--- src/rtl/sdm_pkg.sv ---
// sdm_pkg: shared types, reset values and the
// elaboration-time sine table generator.
package sdm_pkg;

   typedef enum logic {
      SDM_ORDER1 = 1'b0,
      SDM_ORDER2 = 1'b1
   } sdm_order_e;

   localparam logic RST_OUT   = 1'b0;
   localparam logic RST_TRIG  = 1'b0;
   localparam logic RST_READY = 1'b1;

   // Offset-binary zero of a dw-bit sample.
   function automatic int midscale(int dw);
      return 1 << (dw - 1);
   endfunction

   // Entry k of a full-wave table: round(A + A*sin(2*pi*k/n)),
   // A = M - 0.5. Folded to the first quadrant so the
   // zero crossings are exact and round up to M.
   function automatic int sine_val(int k, int aw, int dw);
      real pi;
      real x;
      real term;
      real s;
      real a;
      int  n;
      int  r;
      pi = 3.141592653589793;
      n  = 1 << aw;
      r  = k % (n / 2);
      if (r > n / 4) r = n / 2 - r;
      x    = 2.0 * pi * real'(r) / real'(n);
      term = x;
      s    = x;
      for (int i = 1; i < 9; i++) begin
         term = -term * x * x / real'((2 * i) * (2 * i + 1));
         s    = s + term;
      end
      if ((k % n) >= n / 2) s = -s;
      a = real'(midscale(dw)) - 0.5;
      r = $rtoi(a + a * s + 0.5);
      if (r < 0) r = 0;
      if (r > (1 << dw) - 1) r = (1 << dw) - 1;
      return r;
   endfunction

endpackage

--- src/rtl/sine_rom.sv ---
// sine_rom: registered synchronous-read sine table,
// contents built at elaboration from sdm_pkg.
import sdm_pkg::*;

module sine_rom #(
   parameter int LUT_AW = 6,
   parameter int DW     = 8
) (
   input  logic              i_clk,
   input  logic              i_rst_n,
   input  logic              i_en,
   input  logic [LUT_AW-1:0] i_addr,
   output logic [DW-1:0]     o_data
);

   localparam int N = 1 << LUT_AW;
   localparam logic [DW-1:0] MID = DW'(midscale(DW));

   logic [DW-1:0] rom [N];
   logic [DW-1:0] data_q;

   for (genvar g = 0; g < N; g++) begin : g_rom
      assign rom[g] = DW'(sine_val(g, LUT_AW, DW));
   end

   // Read register; rests at midscale so a fresh block is silent.
   always_ff @(posedge i_clk or negedge i_rst_n) begin
      if (!i_rst_n) begin
         data_q <= MID;
      end else if (i_en) begin
         data_q <= rom[i_addr];
      end
   end

   assign o_data = data_q;

endmodule

--- src/rtl/sine_sdm_gen.sv ---
// sine_sdm_gen: DDS sine source with amplitude scaling
// feeding a 1st/2nd order delta-sigma modulator.
import sdm_pkg::*;

module sine_sdm_gen #(
   parameter int ACC_WIDTH = 24,
   parameter int LUT_AW    = 6,
   parameter int DW        = 8,
   parameter int AMP_WIDTH = 8,
   parameter int ORDER     = 1
) (
   input  logic                 i_clk,
   input  logic                 i_rst_n,
   input  logic                 i_en,
   input  logic [ACC_WIDTH-1:0] i_ftw,
   input  logic                 i_ftw_valid,
   output logic                 o_ftw_ready,
   input  logic [AMP_WIDTH-1:0] i_amp,
   output logic                 o_out,
   output logic                 o_trig,
   output logic [DW-1:0]        o_sample
);

   localparam int IW = DW + 4;
   localparam int EW = IW + 2;
   localparam int PW = DW + AMP_WIDTH + 2;
   localparam sdm_order_e ORD =
      (ORDER == 2) ? SDM_ORDER2 : SDM_ORDER1;
   localparam logic [DW-1:0] MID = DW'(midscale(DW));
   localparam logic signed [EW-1:0] MID_E = EW'(MID);
   localparam logic signed [IW-1:0] IMAX =
      {1'b0, {(IW-1){1'b1}}};
   localparam logic signed [IW-1:0] IMIN =
      {1'b1, {(IW-1){1'b0}}};

   if (ORDER != 1 && ORDER != 2) begin : g_bad_order
      $error("sine_sdm_gen: ORDER must be 1 or 2");
   end

   logic [ACC_WIDTH-1:0] phase_q, act_q, pend_q;
   logic                 rdy_q;
   logic                 wrap_q, w1_q, w2_q, trig_q;
   logic [DW-1:0]        smp_q, smp_d, rom_q;
   logic                 out_q, out_d;
   logic signed [IW-1:0] i1_q, i1_d, i2_q, i2_d;

   logic [ACC_WIDTH:0]   sum;
   logic                 copy;
   logic signed [DW:0]   dev;
   logic signed [PW-1:0] dev_x, amp_x, prod;
   logic signed [EW-1:0] xs_e, fb_e, a1, a2;

   function automatic logic signed [IW-1:0] sat(
      input logic signed [EW-1:0] v
   );
      if (v > EW'(IMAX)) return IMAX;
      if (v < EW'(IMIN)) return IMIN;
      return IW'(v);
   endfunction

   assign sum  = {1'b0, phase_q} + {1'b0, act_q};
   assign copy = ~rdy_q & (~i_en | sum[ACC_WIDTH]);

   sine_rom #(
      .LUT_AW (LUT_AW),
      .DW     (DW)
   ) u_rom (
      .i_clk   (i_clk),
      .i_rst_n (i_rst_n),
      .i_en    (i_en),
      .i_addr  (phase_q[ACC_WIDTH-1 -: LUT_AW]),
      .o_data  (rom_q)
   );

   // Amplitude scaler and modulator next-state.
   always_comb begin
      dev   = $signed({1'b0, rom_q}) - $signed({1'b0, MID});
      dev_x = PW'(dev);
      amp_x = PW'({1'b0, i_amp});
      prod  = dev_x * amp_x;
      smp_d = MID + DW'(prod >>> AMP_WIDTH);
      xs_e  = EW'(smp_q) - MID_E;
      fb_e  = out_q ? MID_E : -MID_E;
      a1    = EW'(i1_q) + xs_e - fb_e;
      i1_d  = sat(a1);
      a2    = EW'(i2_q) + EW'(i1_d) - fb_e;
      i2_d  = sat(a2);
      out_d = (ORD == SDM_ORDER2) ? ~i2_d[IW-1] : ~i1_d[IW-1];
   end

   // Phase, scaled sample and modulator advance only when enabled.
   always_ff @(posedge i_clk or negedge i_rst_n) begin
      if (!i_rst_n) begin
         phase_q <= '0;
         wrap_q  <= 1'b0;
         w1_q    <= 1'b0;
         w2_q    <= 1'b0;
         trig_q  <= RST_TRIG;
         smp_q   <= MID;
         out_q   <= RST_OUT;
         i1_q    <= '0;
         i2_q    <= '0;
      end else if (i_en) begin
         phase_q <= sum[ACC_WIDTH-1:0];
         wrap_q  <= sum[ACC_WIDTH];
         w1_q    <= wrap_q;
         w2_q    <= w1_q;
         trig_q  <= w2_q;
         smp_q   <= smp_d;
         out_q   <= out_d;
         i1_q    <= i1_d;
         i2_q    <= i2_d;
      end
   end

   // FTW handshake: one pending word, swapped in at phase wrap.
   always_ff @(posedge i_clk or negedge i_rst_n) begin
      if (!i_rst_n) begin
         rdy_q  <= RST_READY;
         pend_q <= '0;
         act_q  <= '0;
      end else if (copy) begin
         act_q  <= pend_q;
         rdy_q  <= 1'b1;
      end else if (i_ftw_valid && rdy_q) begin
         pend_q <= i_ftw;
         rdy_q  <= 1'b0;
      end
   end

   assign o_ftw_ready = rdy_q;
   assign o_out       = out_q;
   assign o_trig      = trig_q & i_en;
   assign o_sample    = smp_q;

endmodule
--- config.mk ---
export PLATFORM = sky130hd
export DESIGN_NAME = sine_sdm_gen
export DESIGN_NICKNAME = d
export VERILOG_FILES = /design/src/rtl/sdm_pkg.sv /design/src/rtl/sine_rom.sv /design/src/rtl/sine_sdm_gen.sv
export SDC_FILE = /design/constraint.sdc
export NUM_CORES = 1
export LEC_CHECK = 0
export BUFFER_PORTS_ARGS = -buffer_cell sky130_fd_sc_hd__buf_2
export CAP_MARGIN = 20
export CORE_MARGIN = 10
export CORE_UTILIZATION = 30
export DETAILED_ROUTE_END_ITERATION = 8
export PLACE_DENSITY = 0.57
export SLEW_MARGIN = 20
export SYNTH_ARGS = -nofsm -noshare
export SYNTH_HDL_FRONTEND = slang
export SYNTH_SLANG_ARGS = --single-unit
--- constraint.sdc ---
create_clock -name i_clk -period 8.5 [get_ports i_clk]
set_input_delay 1.7 -clock i_clk [delete_from_list [all_inputs] [get_ports i_clk]]
set_output_delay 1.7 -clock i_clk [all_outputs]
set_load 0.02 [all_outputs]
; After elaboration in Yosys (flattened, before gate mapping)
; Memories as Yosys holds them, arrays and structs flattened. A register that Yosys moved wholly into a read port is not among the register bits.
; Cells that the tools add are included.
[totals]
latchBits = 0
n_memories = 1
ramBits = 0
elab_cells = 43
out_inout_bits = 11
input_bits = 36
romBits = 512
reg_bits = 98
[mem_list]
columns = name, depth, width, rd, rd_clocked_by_memory_dff, write_ports, line
row1 = (name not given), 64, 8, 1, 1, 0, sine_rom.sv:31  ; data_q <= rom[i_addr];
[op_classes]
n_mux = 10
addsub = 6
shifts = 0
eq_ne = 0
n_reduce_logical = 4
magnitude_cmp = 2
div = 0
multipliers = 1
bitwise_logic = 8
[op_table]
columns = cell, n
row1 = two-way mux 12 bit, 4
row2 = adder 24 x 24 -> 25 bit, 1
row3 = subtractor 8 x 8 -> 9 bit (second input constant), 2
row4 = multiplier 9 x 9 -> 16 bit, 1
row5 = greater-than comparator 14 x 12 -> 1 bit (second input constant), 1
row6 = < comparator 14 x 12 -> 1 bit (second input constant), 1
row7 = two-way mux 14 bit, 1
row8 = subtractor 13 x 14 -> 14 bit, 1
row9 = adder 12 x 9 -> 13 bit, 1
row10 = adder 8 bit (first input constant), 1
row11 = inverter 6 -> 7 bit, 1
row12 = two-way mux 1 bit, 5
row13 = inverter 1 bit, 4
row14 = bitwise AND 1 bit, 2
row15 = AND reduction 2 bit, 1
row16 = nonzero test 2 bit, 1
row17 = logical AND 1 bit, 1
row18 = logical NOT 1 bit, 1
row19 = OR 1 bit, 1

; Logic depth before layout (Yosys ltp)
; Gate-level depths: netlist (run 1).
[depth]
word_depth = 9
depth_mapped = 18
ltp_nobuf = 17

; Hierarchy
; From an unflattened synthesis (run 1), not the netlist that was laid out.
[hier_totals]
hier_cells = 933
area_unflattened_um2 = 9096.2
[by_module_without_submodules]
columns = module, cells_per_inst, area_per_inst_um2, seq_area_each_um2, instances
row1 = sine_sdm_gen, 794, 8054.0, 2454.9, 1
row2 = sine_rom, 139, 1042.2, 201.4, 1

; Worst setup path after synthesis (run 1)
; OpenSTA, ideal clock, no wires.
[synth_timing]
path_kind = input to register
from = input port i_amp[3]
to = register smp_q[7] (netlist: o_sample[7])
arrival_ns = 5.501
setup_slack_ns = 2.888
cell_stages = 16
path_buffers = 0
t_required_ns = 8.389
setup_ns = 0.111
path_cell_list = nand2b_1 > inv_1 > fa_1 > inv_1 > fa_1 > fa_1 > fa_1 > inv_1 > ha_1 > a21o_1 > a21o_1 > a21o_1 > or2_2 > o211ai_1 > o21ai_0 > o311ai_0
[synth_between]
elab_chain_len = 2
[synth_rtl]
columns = element, line
row1 = start: declaration, sine_sdm_gen.sv:18  ; input logic [AMP_WIDTH-1:0] i_amp,
row2 = multiplier 9 x 9 -> 16 bit, sine_sdm_gen.sv:80  ; prod = dev_x * amp_x;
row3 = adder 8 bit, sine_sdm_gen.sv:81  ; smp_d = MID + DW'(prod >>> AMP_WIDTH);
row4 = end signal: assignment, sine_sdm_gen.sv:109  ; smp_q <= smp_d;
row5 = end: declaration, sine_sdm_gen.sv:43  ; logic [DW-1:0] smp_q, smp_d, rom_q;
; Every way passes these cells.
; A chain may end at the register's enable or synchronous reset.

; Worst setup path in the final report (run 1)
[layout_timing]
from = input port i_amp[4]
to = register smp_q[7] (netlist: o_sample[7])
; Same word-level chain as after synthesis.

==> impl_metrics.env, run 1 <==
export IMPL_outcome="finished clean"
export IMPL_cts_setup_buffers=0
export IMPL_wl_met3_um=754
export IMPL_fillCellCount=3204
export IMPL_worstPathArrival_ns=5.88
export IMPL_initial_core_util=0.304
export IMPL_dieArea_um2=38400
export IMPL_worst_clock_skew_ns=0.00519
export IMPL_drive_above_1_share=0.125
export IMPL_dieWidth_um=196
export IMPL_worst_slack_ns=2.87
export IMPL_num_rows=64
export IMPL_drtIter0Drc=383
export IMPL_post_cts_resized=0
export IMPL_end_kind="register"
export IMPL_crit_type="primary input to register"
export IMPL_gp_congestion=0.831
export IMPL_avgSynthCellArea_um2=9.26
export IMPL_min_path_type="register to register"
export IMPL_cts_hold_buffers_added=0
export IMPL_via_per_inst=4.93
export IMPL_crit_start="i_amp[4]"
export IMPL_yosys_register_bits=106
export IMPL_maxCapViolations=0
export IMPL_r2r_slack_ns=3.68
export IMPL_cts_sinks=106
export IMPL_post_route_period_util=0.662
export IMPL_n_antenna_cell=0
export IMPL_dp_cells=1408
export IMPL_hold_ws_ns=0.496
export IMPL_required_ns=8.75
export IMPL_highest_layer="met4"
export IMPL_hpwlAfterDp_um=15000
export IMPL_fmax_mhz=178
export IMPL_port_buffer_count=46
export IMPL_grt_pass1_wl_um=35600
export IMPL_netlist_area_um2=9290
export IMPL_nNetsFinal=1192
export IMPL_crit_end="o_sample[7]"
export IMPL_core_um2=30600
export IMPL_ant_nets=0
export IMPL_period_needed_ns=5.63
export IMPL_synthArstFlopShare=1.00
export IMPL_fin_setup_tns_ns=0
export IMPL_yosysTopAreaCellShare=0.277
export IMPL_ff2ff_path_depth=16
export IMPL_grt_pass1_vias=7245
export IMPL_wirelength_um=20200
export IMPL_final_hold_violation_count=0
export IMPL_cts_made_buffers=9
export IMPL_dr_pass1_iters=5
export IMPL_synthTopCellsByCount="inv_1, dfrtp_1, ha_1, nand2_1, o21ai_0"
export IMPL_ys_seq_area_frac=0.286
export IMPL_antenna_found_initial=0
export IMPL_drc=0
export IMPL_clk_pin_slew_worst_paths_ns=0.08
export IMPL_fin_cells=1424
export IMPL_clkLatencyLatePin_ns=0.36
export IMPL_cts_root_buf="clkbuf_16"
export IMPL_cts_tree="done"
export IMPL_place_ws_ns=2.50
export IMPL_synth_area_leaders="dfrtp_1, fa_1, ha_1"
export IMPL_max_slew_margin_rel=0.266
export IMPL_grt_max_degree=64
export IMPL_synthDistinctLibCells=66
export IMPL_htree_levels=3
export IMPL_maxSlewViolCount=0
export IMPL_vias=7021
export IMPL_wire_per_inst_um=14.2
export IMPL_grt_overflow_total=0
export IMPL_worst_r2r_endpoint="o_sample[7]"
export IMPL_grt_usage=0.109
export IMPL_worst_path_max_fanout=8
export IMPL_yosysTopAreaCell="dfrtp_1"
export IMPL_startpoint_type="primary input"
export IMPL_yosysMostFrequentCell="inv_1"
export IMPL_synth_edf_count=0
export IMPL_fp_dieH_um=196
export IMPL_tightest_slew_ns=1.10
export IMPL_syn_num_nets=1173
export IMPL_synthToLayoutAreaGrowth_pct=9.56
export IMPL_synth_ff_type="dfrtp_1"
export IMPL_rr_startpoint="u_rom.o_data[7]"
export IMPL_drt_met1_wl_um=10100
export IMPL_io_pin_count=47
export IMPL_ctsLongestPathBuffers=2
export IMPL_finalSetupViolations=0
export IMPL_yosys_warnings=0
export IMPL_synth_cells=1004
export IMPL_met2_length_um=9050
export IMPL_rsz0062_at_grt="no"
cells in the final DEF (no fill, tap or decap), types with 10 or more instances in the layout:
cell      count
a21o_1       17
a21oi_1      60
and2_1       40
buf_2        45
dfrtp_1     103
fa_1         54
ha_1         79
inv_1       139
mux2_2       45
mux2i_1      10
nand2_1      72
nand2b_1     13
nor2_1       51
nor2b_1      10
o21a_1       10
o21ai_0      65
o32ai_1      24
xnor2_1      28
flip-flops by register name, summed over array words and instances, names as in the netlist, 8 cells and up:
register      flops
u_rom.o_data      8
i1_q             12
o_sample          8
act_q            24
pend_q           24
phase_q          24
cell families after synthesis:
kind of cell | after synthesis | synth area share
AO/OA/AOI/OAI | 261 | 0.191
AND/OR/NAND/NOR | 231 | 0.124
buffers and inverters | 181 | 0.0761
adder cells (fa/ha/maj) | 133 | 0.223
flip-flops | 106 | 0.286
multiplexers | 55 | 0.0653
XOR/XNOR | 37 | 0.0349
worst max-delay path, cell delays in order:
cell	delay, ns
buf_2	0.15
nor2b_1	0.25
fa_1	0.45
inv_1	0.20
fa_1	0.48
fa_1	0.51
fa_1	0.54
inv_1	0.04
ha_1	0.36
a21o_1	0.20
a21o_1	0.16
a21o_1	0.18
or2_2	0.28
o211ai_1	0.15
o21ai_0	0.11
o311ai_0	0.12
metal layers:
metal / global-route usage / vias up
li1: - / 3514
met1: 0.145 / 3378
met2: 0.173 / 110
met3: 0.0242 / 19
met4: 0.0300 / 0
met5: 0 / -
metrics by stage:
stage	utilization	cell area, um^2
finish	0.333	10200
global route	0.333	10200
CTS	0.333	10200
detailed placement	0.323	9880
global placement	0.323	9880
floorplan	-	9290
area by class of cell:
cell class                 count  area (um^2)  share of cell area
sequential                   106         2660               0.261
clock buffer                  10          239              0.0235
tap                          396          495              0.0487
timing repair buffer          50          263              0.0258
multi-input combinational    717         5940               0.584
inverter                     139          522              0.0512
clock inverter                 6         65.1             0.00639
worst min path at each step:
stage	startpoint	to	slack (ns)	depth (start not counted)
global placement	wrap_q	wrap_q	0.47	2
floorplan	wrap_q	wrap_q	0.45	2
CTS	i1_q[7]	i1_q[7]	0.50	1
detailed placement	i1_q[0]	i1_q[0]	0.48	1
global route	i1_q[7]	i1_q[7]	0.51	1
finish	i1_q[0]	i1_q[0]	0.50	1
Power of run 1 is left out: the tool's default activity adds up to more than one toggle a clock period on the data nets, which glitch-free logic cannot reach.
==> inputs of run 2 (changes only) <==
--- a/config.mk
+++ b/config.mk
@@ -10,7 +10,7 @@
 export CORE_MARGIN = 10
 export CORE_UTILIZATION = 30
 export DETAILED_ROUTE_END_ITERATION = 8
-export PLACE_DENSITY = 0.57
+export PLACE_DENSITY = 0.58
 export SLEW_MARGIN = 20
 export SYNTH_ARGS = -nofsm -noshare
 export SYNTH_HDL_FRONTEND = slang
==> constraint.sdc (replaced) <==
create_clock -name i_clk -period 4.9 [get_ports i_clk]
set_input_delay 0.98 -clock i_clk [delete_from_list [all_inputs] [get_ports i_clk]]
set_output_delay 0.98 -clock i_clk [all_outputs]
set_load 0.02 [all_outputs]
==> run 2 against run 1 <==
  * Count of clock-buffer cells in the layout unchanged
  * Cell count up 2.1%
  * Sequential cell count unchanged
  * Design area up 2.3%
  * Wire length up 0.93%
  * Global-route usage up 0.12 points
  * Non-clock buffer count up 30
  * Die area unchanged
  * Sequential share of layout area down 0.58 points
  * Hold slack worse by 0.0048 ns
  * Critical path depth up 1
  * Core utilization up 0.76 points
==> impl_metrics.env, run 2 (synthesized netlist as in run 1, its figures left out) <==
export IMPL_post_route_period_util=0.952
export IMPL_startpoint_type="primary input"
export IMPL_grt_pass1_vias=7335
export IMPL_cts_hold_buffers_added=0
export IMPL_clkLatencyLatePin_ns=0.36
export IMPL_multi_input_area_um2=5930
export IMPL_cts_root_buf="clkbuf_16"
export IMPL_wirelength_um=20400
export IMPL_port_buffer_count=46
export IMPL_num_rows=64
export IMPL_maxSlewViolCount=0
export IMPL_dieArea_um2=38400
export IMPL_rsz0062_at_grt="no"
export IMPL_maxCapViolations=0
export IMPL_cts_tree="done"
export IMPL_worst_slack_ns=0.236
export IMPL_regArea_um2=2660
export IMPL_grt_max_degree=53
export IMPL_fmax_mhz=214
export IMPL_dieWidth_um=196
export IMPL_nNetsFinal=1222
export IMPL_worstPathArrival_ns=4.92
export IMPL_final_hold_violation_count=0
export IMPL_synthToLayoutAreaGrowth_pct=12.1
export IMPL_drc=0
export IMPL_core_um2=30600
export IMPL_grt_overflow_total=0
export IMPL_crit_start="i_amp[4]"
export IMPL_dr_pass1_iters=5
export IMPL_gp_congestion=0.834
export IMPL_clk_pin_slew_worst_paths_ns=0.08
export IMPL_hpwlAfterDp_um=15600
export IMPL_via_per_inst=4.93
export IMPL_max_slew_margin_rel=0.291
export IMPL_fin_area_um2=10400
export IMPL_r2r_slack_ns=0.40
export IMPL_layout_common_cells="inv_1, dfrtp_1, ha_1"
export IMPL_ctsLongestPathBuffers=2
export IMPL_fillCellCount=3200
export IMPL_initial_core_util=0.304
export IMPL_grt_pass1_wl_um=35900
export IMPL_antenna_found_initial=0
export IMPL_worst_clock_skew_ns=0.00830
export IMPL_rr_startpoint="u_rom.o_data[7]"
export IMPL_fin_util=0.340
export IMPL_place_ws_ns=-0.147
export IMPL_io_pin_count=47
export IMPL_hold_ws_ns=0.491
export IMPL_drtIter0Drc=421
export IMPL_outcome="finished clean"
export IMPL_crit_type="primary input to register"
export IMPL_worst_r2r_endpoint="o_sample[7]"
export IMPL_min_path_type="primary input to async pin"
export IMPL_reg_top3="act_q x24, pend_q x24, phase_q x24"
export IMPL_tightest_slew_ns=1.06
export IMPL_ff2ff_path_depth=16
export IMPL_drive_above_1_share=0.150
export IMPL_placed_area_um2=10100
export IMPL_grt_usage=0.110
export IMPL_htree_levels=3
export IMPL_wire_per_inst_um=14.0
export IMPL_ant_nets=0
export IMPL_end_kind="register"
export IMPL_vias=7165
export IMPL_crit_end="o_sample[7]"
export IMPL_fp_dieH_um=196
export IMPL_worst_path_max_fanout=3
export IMPL_cts_made_buffers=9
export IMPL_layout_commonest_cell="inv_1"
export IMPL_required_ns=5.15
export IMPL_n_antenna_cell=0
export IMPL_finalSetupViolations=0
export IMPL_cts_sinks=106
export IMPL_period_needed_ns=4.66
## run 2: worst min-delay path by stage
stage                      end  slack [ns]  cells past startpoint
floorplan               wrap_q        0.45                      2
global placement        wrap_q        0.47                      2
detailed placement      wrap_q        0.48                      2
CTS                 pend_q[18]        0.48                      1
global route        pend_q[18]        0.49                      1
finish              pend_q[18]        0.49                      1
## run 2: timing repair
action / in CTS / in global routing
buffers inserted: 0 / 0
gates resized for setup: 0 / 2
setup endpoints to repair: 0 / 4
## run 2: per-layer routing
| layer | vias to the layer above | routed length [um] | GRT usage |
|---|---|---|---|
| met4 | 0 | 318 | 0.0297 |
| met3 | 20 | 833 | 0.0261 |
| met2 | 104 | 9090 | 0.173 |
| met5 | - | 0 | 0 |
| met1 | 3482 | 10200 | 0.148 |
| li1 | 3559 | - | - |
## run 2: per-stage QoR
step                TNS [ns]  cells
floorplan                  0   1004
global placement      -0.212   1438
detailed placement    -0.504   1438
CTS                        0   1454
global route               0   1454
finish                     0   1454
## run 2: worst max-delay path, cell delays in order
cell      delay [ns]
buf_2           0.11
nor2b_1         0.14
buf_4           0.14
fa_1            0.50
inv_1           0.06
buf_4           0.15
fa_1            0.50
fa_1            0.51
fa_1            0.54
inv_1           0.04
ha_1            0.29
a21o_1          0.16
a21o_1          0.18
or2_2           0.28
o211ai_1        0.15
o21ai_0         0.09
o311ai_0        0.09
## run 2: layout make-up
| class | instances | share of cell area |
|---|---|---|
| multi-input cells | 717 | 0.570 |
| clock buffers | 10 | 0.0229 |
| inverters | 139 | 0.0501 |
| well taps | 396 | 0.0476 |
| flip-flops and latches | 106 | 0.255 |
| repair buffers | 80 | 0.0469 |
| clock inverters | 6 | 0.00757 |
Power of run 2 is left out for the same reason.
